==> config.mk <==
export PLATFORM = sky130hd
export DESIGN_NAME = qmult_pipe
export DESIGN_NICKNAME = d
export VERILOG_FILES = /design/src/rtl/qmult_pkg.sv /design/src/rtl/qmult_round_sat.sv /design/src/rtl/qmult_pipe.sv
export SDC_FILE = /design/constraint.sdc
export NUM_CORES = 2
export LEC_CHECK = 0
export ABC_AREA = 0
export BUFFER_PORTS_ARGS = -buffer_cell sky130_fd_sc_hd__buf_2
export CAP_MARGIN = 20
export CORE_MARGIN = 5
export CORE_UTILIZATION = 56
export CTS_BUF_LIST = sky130_fd_sc_hd__clkbuf_2 sky130_fd_sc_hd__clkbuf_4 sky130_fd_sc_hd__clkbuf_8
export DETAILED_ROUTE_END_ITERATION = 8
export GPL_TIMING_DRIVEN = 0
export PLACE_DENSITY = 0.77
export SYNTH_ARGS = -nofsm -noshare
export SYNTH_HDL_FRONTEND = slang
export SYNTH_SLANG_ARGS = --single-unit
==> constraint.sdc <==
create_clock -name clk -period 6.57 [get_ports clk]
set_input_delay 1.314 -clock clk [delete_from_list [all_inputs] [get_ports clk]]
set_output_delay 1.314 -clock clk [all_outputs]
set_load 0.02 [all_outputs]
==> src/rtl/qmult_pkg.sv <==
// Shared definitions for the pipelined sign-magnitude Q-format multiplier:
// mode encodings and sign-magnitude word helpers (words up to 64 bits).
package qmult_pkg;

  localparam logic RND_TRUNC   = 1'b0;
  localparam logic RND_HALF_UP = 1'b1;
  localparam logic SAT_WRAP    = 1'b0;
  localparam logic SAT_CLAMP   = 1'b1;

  // Largest magnitude representable in an n-bit sign-magnitude word.
  function automatic logic [63:0] sm_max_mag(input int n);
    return (64'd1 << (n - 1)) - 64'd1;
  endfunction

  function automatic logic sm_sign(input logic [63:0] w, input int n);
    return w[n - 1];
  endfunction

  function automatic logic [63:0] sm_mag(input logic [63:0] w, input int n);
    return w & sm_max_mag(n);
  endfunction

endpackage

==> src/rtl/qmult_round_sat.sv <==
// Output-stage arithmetic: scale the raw magnitude product back to Q format,
// optionally round, detect overflow and wrap or clamp the result.
module qmult_round_sat
  import qmult_pkg::*;
#(
  parameter int Q = 15,
  parameter int N = 32
) (
  input  logic [2*(N-1)-1:0] prod,
  input  logic               sign,
  input  logic               rnd_mode,
  input  logic               sat_mode,
  output logic [N-1:0]       c_next,
  output logic               ovf_next
);

  localparam int PW = 2 * (N - 1);

  logic [PW:0]    m_s;
  logic [N-2:0]   mag_s;
  logic [63:0]    max_s;

  assign max_s = sm_max_mag(N);

  // Shift, round, overflow-detect and select the final sign-magnitude word.
  always_comb begin
    m_s = {1'b0, prod} >> Q;
    if (rnd_mode == RND_HALF_UP) begin
      m_s = m_s + {{PW{1'b0}}, prod[Q-1]};
    end else begin
      m_s = m_s;
    end
    // The spare top bit of m_s absorbs a rounding carry, so this sees it too.
    ovf_next = |m_s[PW:N-1];
    if (ovf_next && (sat_mode == SAT_CLAMP)) begin
      mag_s = max_s[N-2:0];
    end else begin
      mag_s = m_s[N-2:0];
    end
    if (mag_s == '0) begin
      c_next = {1'b0, mag_s};
    end else begin
      c_next = {sign, mag_s};
    end
  end

endmodule

==> src/rtl/qmult_pipe.sv <==
// Three-stage pipelined sign-magnitude Q-format multiplier with valid/ready
// handshakes, per-beat rounding/saturation modes and overflow reporting.
module qmult_pipe
  import qmult_pkg::*;
#(
  parameter int Q = 15,
  parameter int N = 32
) (
  input  logic         clk,
  input  logic         rst_n,
  input  logic         in_valid,
  output logic         in_ready,
  input  logic [N-1:0] a,
  input  logic [N-1:0] b,
  input  logic         rnd_mode,
  input  logic         sat_mode,
  output logic         out_valid,
  input  logic         out_ready,
  output logic [N-1:0] c,
  output logic         ovf,
  output logic         ovf_sticky,
  input  logic         ovf_clr
);

  localparam int PW = 2 * (N - 1);

  logic              advance_s;
  logic [63:0]       a_w_s, b_w_s, a_mag_s, b_mag_s;
  logic [N-1:0]      c_next_s;
  logic              ovf_next_s;

  logic              v1_r, sign1_r, rnd1_r, sat1_r;
  logic [N-2:0]      ma1_r, mb1_r;
  logic              v2_r, sign2_r, rnd2_r, sat2_r;
  logic [PW-1:0]     prod2_r;
  logic              v3_r, ovf_r, sticky_r;
  logic [N-1:0]      c_r;

  // A full output register that is not being drained freezes every stage.
  assign advance_s = !(v3_r && !out_ready);
  assign in_ready  = advance_s;

  assign a_w_s   = {{(64-N){1'b0}}, a};
  assign b_w_s   = {{(64-N){1'b0}}, b};
  assign a_mag_s = sm_mag(a_w_s, N);
  assign b_mag_s = sm_mag(b_w_s, N);

  // S1: capture operand signs, magnitudes and modes on an input transfer.
  always_ff @(posedge clk or negedge rst_n) begin
    if (!rst_n) begin
      v1_r    <= 1'b0;
      sign1_r <= 1'b0;
      rnd1_r  <= RND_TRUNC;
      sat1_r  <= SAT_WRAP;
      ma1_r   <= '0;
      mb1_r   <= '0;
    end else if (advance_s) begin
      v1_r <= in_valid;
      if (in_valid) begin
        sign1_r <= sm_sign(a_w_s, N) ^ sm_sign(b_w_s, N);
        rnd1_r  <= rnd_mode;
        sat1_r  <= sat_mode;
        ma1_r   <= a_mag_s[N-2:0];
        mb1_r   <= b_mag_s[N-2:0];
      end
    end
  end

  // S2: full-width unsigned magnitude product.
  always_ff @(posedge clk or negedge rst_n) begin
    if (!rst_n) begin
      v2_r    <= 1'b0;
      sign2_r <= 1'b0;
      rnd2_r  <= RND_TRUNC;
      sat2_r  <= SAT_WRAP;
      prod2_r <= '0;
    end else if (advance_s) begin
      v2_r <= v1_r;
      if (v1_r) begin
        sign2_r <= sign1_r;
        rnd2_r  <= rnd1_r;
        sat2_r  <= sat1_r;
        prod2_r <= {{(N-1){1'b0}}, ma1_r} * {{(N-1){1'b0}}, mb1_r};
      end
    end
  end

  qmult_round_sat #(.Q(Q), .N(N)) u_round_sat (
    .prod     (prod2_r),
    .sign     (sign2_r),
    .rnd_mode (rnd2_r),
    .sat_mode (sat2_r),
    .c_next   (c_next_s),
    .ovf_next (ovf_next_s)
  );

  // S3: output register; bubbles clear out_valid but leave c/ovf as they were.
  always_ff @(posedge clk or negedge rst_n) begin
    if (!rst_n) begin
      v3_r  <= 1'b0;
      c_r   <= '0;
      ovf_r <= 1'b0;
    end else if (advance_s) begin
      v3_r <= v2_r;
      if (v2_r) begin
        c_r   <= c_next_s;
        ovf_r <= ovf_next_s;
      end
    end
  end

  // Sticky overflow: a handshaken overflow result takes priority over a clear.
  always_ff @(posedge clk or negedge rst_n) begin
    if (!rst_n) begin
      sticky_r <= 1'b0;
    end else if (v3_r && out_ready && ovf_r) begin
      sticky_r <= 1'b1;
    end else if (ovf_clr) begin
      sticky_r <= 1'b0;
    end
  end

  assign out_valid  = v3_r;
  assign c          = c_r;
  assign ovf        = ovf_r;
  assign ovf_sticky = sticky_r;

endmodule
; Word level (Yosys, flattened, before mapping)
; Index checks and enable logic that the tools add are counted.
[classes]
bitwise_logic = 2
addsub = 1
magnitude_cmp = 0
div_mod_pow = 0
muxes = 5
shifts = 0
reduce_logical = 12
n_eq_ne = 0
n_mul = 1
[ops]
columns = operator, n
row1 = $mul A31 B31 Y62, 1
row2 = $add A47 B1 Y48, 1
row3 = $mux W48, 1
row4 = $mux W32, 1
row5 = $reduce_or A32 Y1, 1
row6 = $logic_not A31 Y1, 1
row7 = $mux W31, 1
row8 = $reduce_and A2 Y1, 3
row9 = $logic_and A1 B1 Y1, 4
row10 = $logic_not A1 Y1, 2
row11 = $mux W1, 2
row12 = $reduce_bool A2 Y1, 1
row13 = $not A1 Y1, 1
row14 = $xor A1 B1 Y1, 1
[totals]
rom_bits = 0
output_inout_bits = 36
ramBits = 0
mem_count = 0
latch_bits = 0
wordCells = 36
register_bits = 167

; Longest topological paths before layout
[logic_depth]
word_depth = 7
mapped_depth = 28
mapped_depth_nobuf = 26

; By module
; From an unflattened synthesis, not the netlist that was laid out.
[hier_totals]
hier_cells = 4150
area_unflattened_um2 = 38832.2
[by_module_without_submodules]
columns = mod, instances, area_each_um2, cells_each
row1 = qmult_pipe, 1, 37043.0, 3872
row2 = qmult_round_sat, 1, 1789.2, 278

; Worst setup path after synthesis
; Ideal clock, no wire load.
[synth_path]
path_kind = reg2reg
start = register mb1_r[4]
end = register prod2_r[45]
stages_incl_launch_ff = 27
required_time_ps = 6441
t_arrival_ps = 7130
n_path_buf = 2
slack_ps = -689
path_cell_list = dfrtp_1 > clkbuf_1 > and2_1 > fa_1 > fa_1 > fa_1 > inv_1 > fa_1 > inv_1 > fa_1 > inv_1 > fa_1 > inv_1 > fa_1 > fa_1 > ha_1 > clkbuf_1 > a211o_1 > a21oi_1 > a2111oi_0 > or3_1 > o22ai_1 > o21ai_0 > a21o_1 > a221oi_1 > xor2_1 > o21ai_1
[synth_between]
elab_chain_len = 1
[synth_lines]
columns = item, line
row1 = "start, declared", qmult_pipe.sv:33  ; logic [N-2:0] ma1_r, mb1_r;
row2 = "start signal, assigned", qmult_pipe.sv:64  ; mb1_r <= b_mag_s[N-2:0];
row3 = $mul A31 B31 Y62, qmult_pipe.sv:83  ; prod2_r <= {{(N-1){1'b0}}, ma1_r} * {{(N-1){1'b0}}, mb1_r};
row4 = "end signal, assigned", qmult_pipe.sv:83
row5 = "end, declared", qmult_pipe.sv:35  ; logic [PW-1:0] prod2_r;
; Every way passes these cells.
; A chain may end at the register's enable or synchronous reset.

; Final worst setup path
; Ends and elaborated chain as after synthesis.

==> run metrics <==
Reg area=3877 um^2; worst r2r src=mb1_r[4]; via count of the first global-routing pass=30.93k; die height=around 270 um; GRT Max-Usage Layer=met2; Post-synth EDFFs=0; post-synthesis sequential area ratio=10.22%; IO Pins=107; maximum buffer depth of the clock tree=2; share of cells above drive strength 1=17.42%; H-tree depth=4; Hold Path Cell Cnt=2; CP Class=flip-flop to flip-flop; vias=30.09k; most frequent cell after synthesis=fa_1; critical path peak fanout=6; min Tclk post-route=7.682 ns; Setup Skew=approximately 0.028 ns; Synth Cell Area=between 30000 and 40000 um^2; CTS tree=built; final hold violation count=0; #FFs+latches synth=about 150; crit path capture type=flip-flop; max-slew violations=0; post-synth cell types=66; First-pass DRT Iterations=9; Main synth FF type=dfrtp_1; initial antenna violation count=9; share of the synthesized area in the top cell type=44.66%; Core ar.=66100 um^2; via density per instance=5.900; DRC viols=0; Area Overhead vs Synth=13.62%; std cell rows=between 90 and 100; Final ANT Viol Nets=0; clk_lat worst skew=0.62 ns; Relative slew margins=~41%; Mapped Cells=4001; final WL=129700 um; maximum number of pins on one net before global-route repair=99; required time of the critical path=7.05 ns; Num CTS Buffers=17; grt ovf=0; global-route wire length before repair=about 190000 um; Worst EP arrival=8.16 ns; violations in the final reports=negative setup slack; Die Wd=268.7 um; Initial Util=56.70%; Reg clk slew, reported paths=0.13 ns; Worst Tran Pin Value=around 0.88 ns; Global Route met3 Usage=8.660%; pre-CTS WS=-1.975 ns; fin crit share=116.9%; # fillers=5412; Register-to-Register Path Depth=23; max-cap violation count=0; number of buffers inserted by port buffering=106; hold path start=sign2_r; # setup viols final=between 40 and 50; Post-synth ARST share=between 90% and 100%; clk sinks=153; RSZ-0062 raised after global routing=yes; CTS root buf=clkbuf_8; Area contributors post-synth=fa_1, dfrtp_1, and2_1; Synth top cells by count=fa_1, inv_1, nand2_1; Global Route met1 Usage=about 45%; status=finished, violations left; Hold Crit Endpoint=sign2_r; worst r2r dst=prod2_r[45]; Yosys top cell by area=fa_1; Multi-input gate area=roughly 30000 um^2; WL/cell=25.43 um; max frequency=around 0.13 GHz; cts hold-fix bufs=0; reg2reg setup slack=-1.11 ns; global-route usage over all layers=36.33%; Nets=about 5.4k; Startpoint Class=flip-flop; Hold Path Class=flip-flop to flip-flop; GPL Wtd Cong=about 1.1; final worst slack=-1.112 ns; syn_nets=~5.2k; Post-Syn Area per Cell=9.367 um^2; Ys Warns=0; hold slack=0.4901 ns; grt met2 use=55.58%; placed wire-length estimate=around 100000 um; DRT iter0 DRCs=3035; Die ar.=roughly 72000 um^2
## how the worst max path moves through the flow
stage	start	to	cells past startpoint
final	mb1_r[4]	prod2_r[45]	23
after global routing	mb1_r[4]	prod2_r[61]	23
after CTS	mb1_r[8]	prod2_r[45]	24
after detailed placement	ma1_r[10]	prod2_r[54]	25
after global placement	mb1_r[8]	prod2_r[57]	27
after floorplan	ma1_r[11]	prod2_r[45]	26
## routing by layer
layer  routed length, um  vias up
met4               13330        0
li1                    -    12360
met2               58090     1881
met5                   0        -
met3               13540      604
met1               44760    15250
## per-stage QoR
step / setup TNS, ns / utilization (%) / instances / instance area, um^2
floorplan: -5.445 / - / 4001 / 37780
global placement: -65.52 / 59.60 / 4971 / 39390
detailed placement: -68.62 / 59.65 / 4972 / 39430
CTS: -27.39 / 63.33 / 5060 / 41860
global route: -38.93 / 64.39 / 5092 / 42560
finish: -32.44 / 64.42 / 5100 / 42580
## flip-flops by register name (all words and copies together) (netlist names), 31 cells and up
signal / cells
ma1_r: 31
mb1_r: 31
prod2_r: 48
c: 32
## worst max-delay path: stages (launching register included)
cell and delay, ns:
dfrtp_2 0.53, buf_4 0.20, and2_1 0.17, fa_1 0.57, fa_1 0.44, fa_1 0.51
inv_1 0.05, fa_1 0.48, inv_1 0.05, fa_1 0.49, fa_1 0.57, fa_2 0.48
fa_2 0.66, ha_4 0.24, a21o_1 0.22, a31oi_4 0.27, o211a_4 0.22, nand4b_1 0.26
o22ai_4 0.24, o21ai_2 0.09, a21o_1 0.19, a221oi_2 0.28, xor2_1 0.22, o21ai_1 0.09
## placed cells by master (no fill, tap or decap), drive strengths merged, types with 6 or more instances in the layout
master / n
and3: 17
nand4: 27
and2: 510
nand3: 34
buf: 267
clkbuf: 181
o21a: 6
a21oi: 91
nor2: 75
xor2: 30
fa: 836
nand2b: 6
a21o: 33
o21ai: 81
diode: 10
ha: 254
mux2i: 6
o21bai: 7
dfrtp: 153
xnor2: 56
a31oi: 10
or3: 11
inv: 796
o31ai: 7
nor3: 26
nand2: 574
mux2: 64
## kinds of logic after synthesis
| group | count (synthesis) | share of synthesized area, % |
|---|---|---|
| flops | 153 | 10.22 |
| fa+ha+maj | 1090 | 53.14 |
| xor+xnor | 86 | 2.010 |
| simple gates | 1301 | 17.36 |
| mux | 70 | 2.083 |
| compound gates | 278 | 4.834 |
| buf+inv | 1023 | 10.35 |
## layout make-up
| type | count | area share, % |
|---|---|---|
| multi-input cells | 2825 | 72.39 |
| flip-flops and latches | 153 | 9.107 |
| inverters | 785 | 6.920 |
| plain buffers | 226 | 4.690 |
| repair buffers | 205 | 3.415 |
| well taps | 864 | 2.539 |
| clock buffers | 17 | 0.5495 |
| clock inverters | 15 | 0.3350 |
| diodes | 10 | 0.05877 |
## what timing repair did
action	4_1_cts	5_1_grt
resized for setup	469	201
buffers inserted	59	37
endpoints found under the setup margin	48	48
pin swaps	72	97
gates cloned	3	0
Power is not shown: default switching activity piles up to over one toggle a cycle in this logic, so the estimate is an artifact.
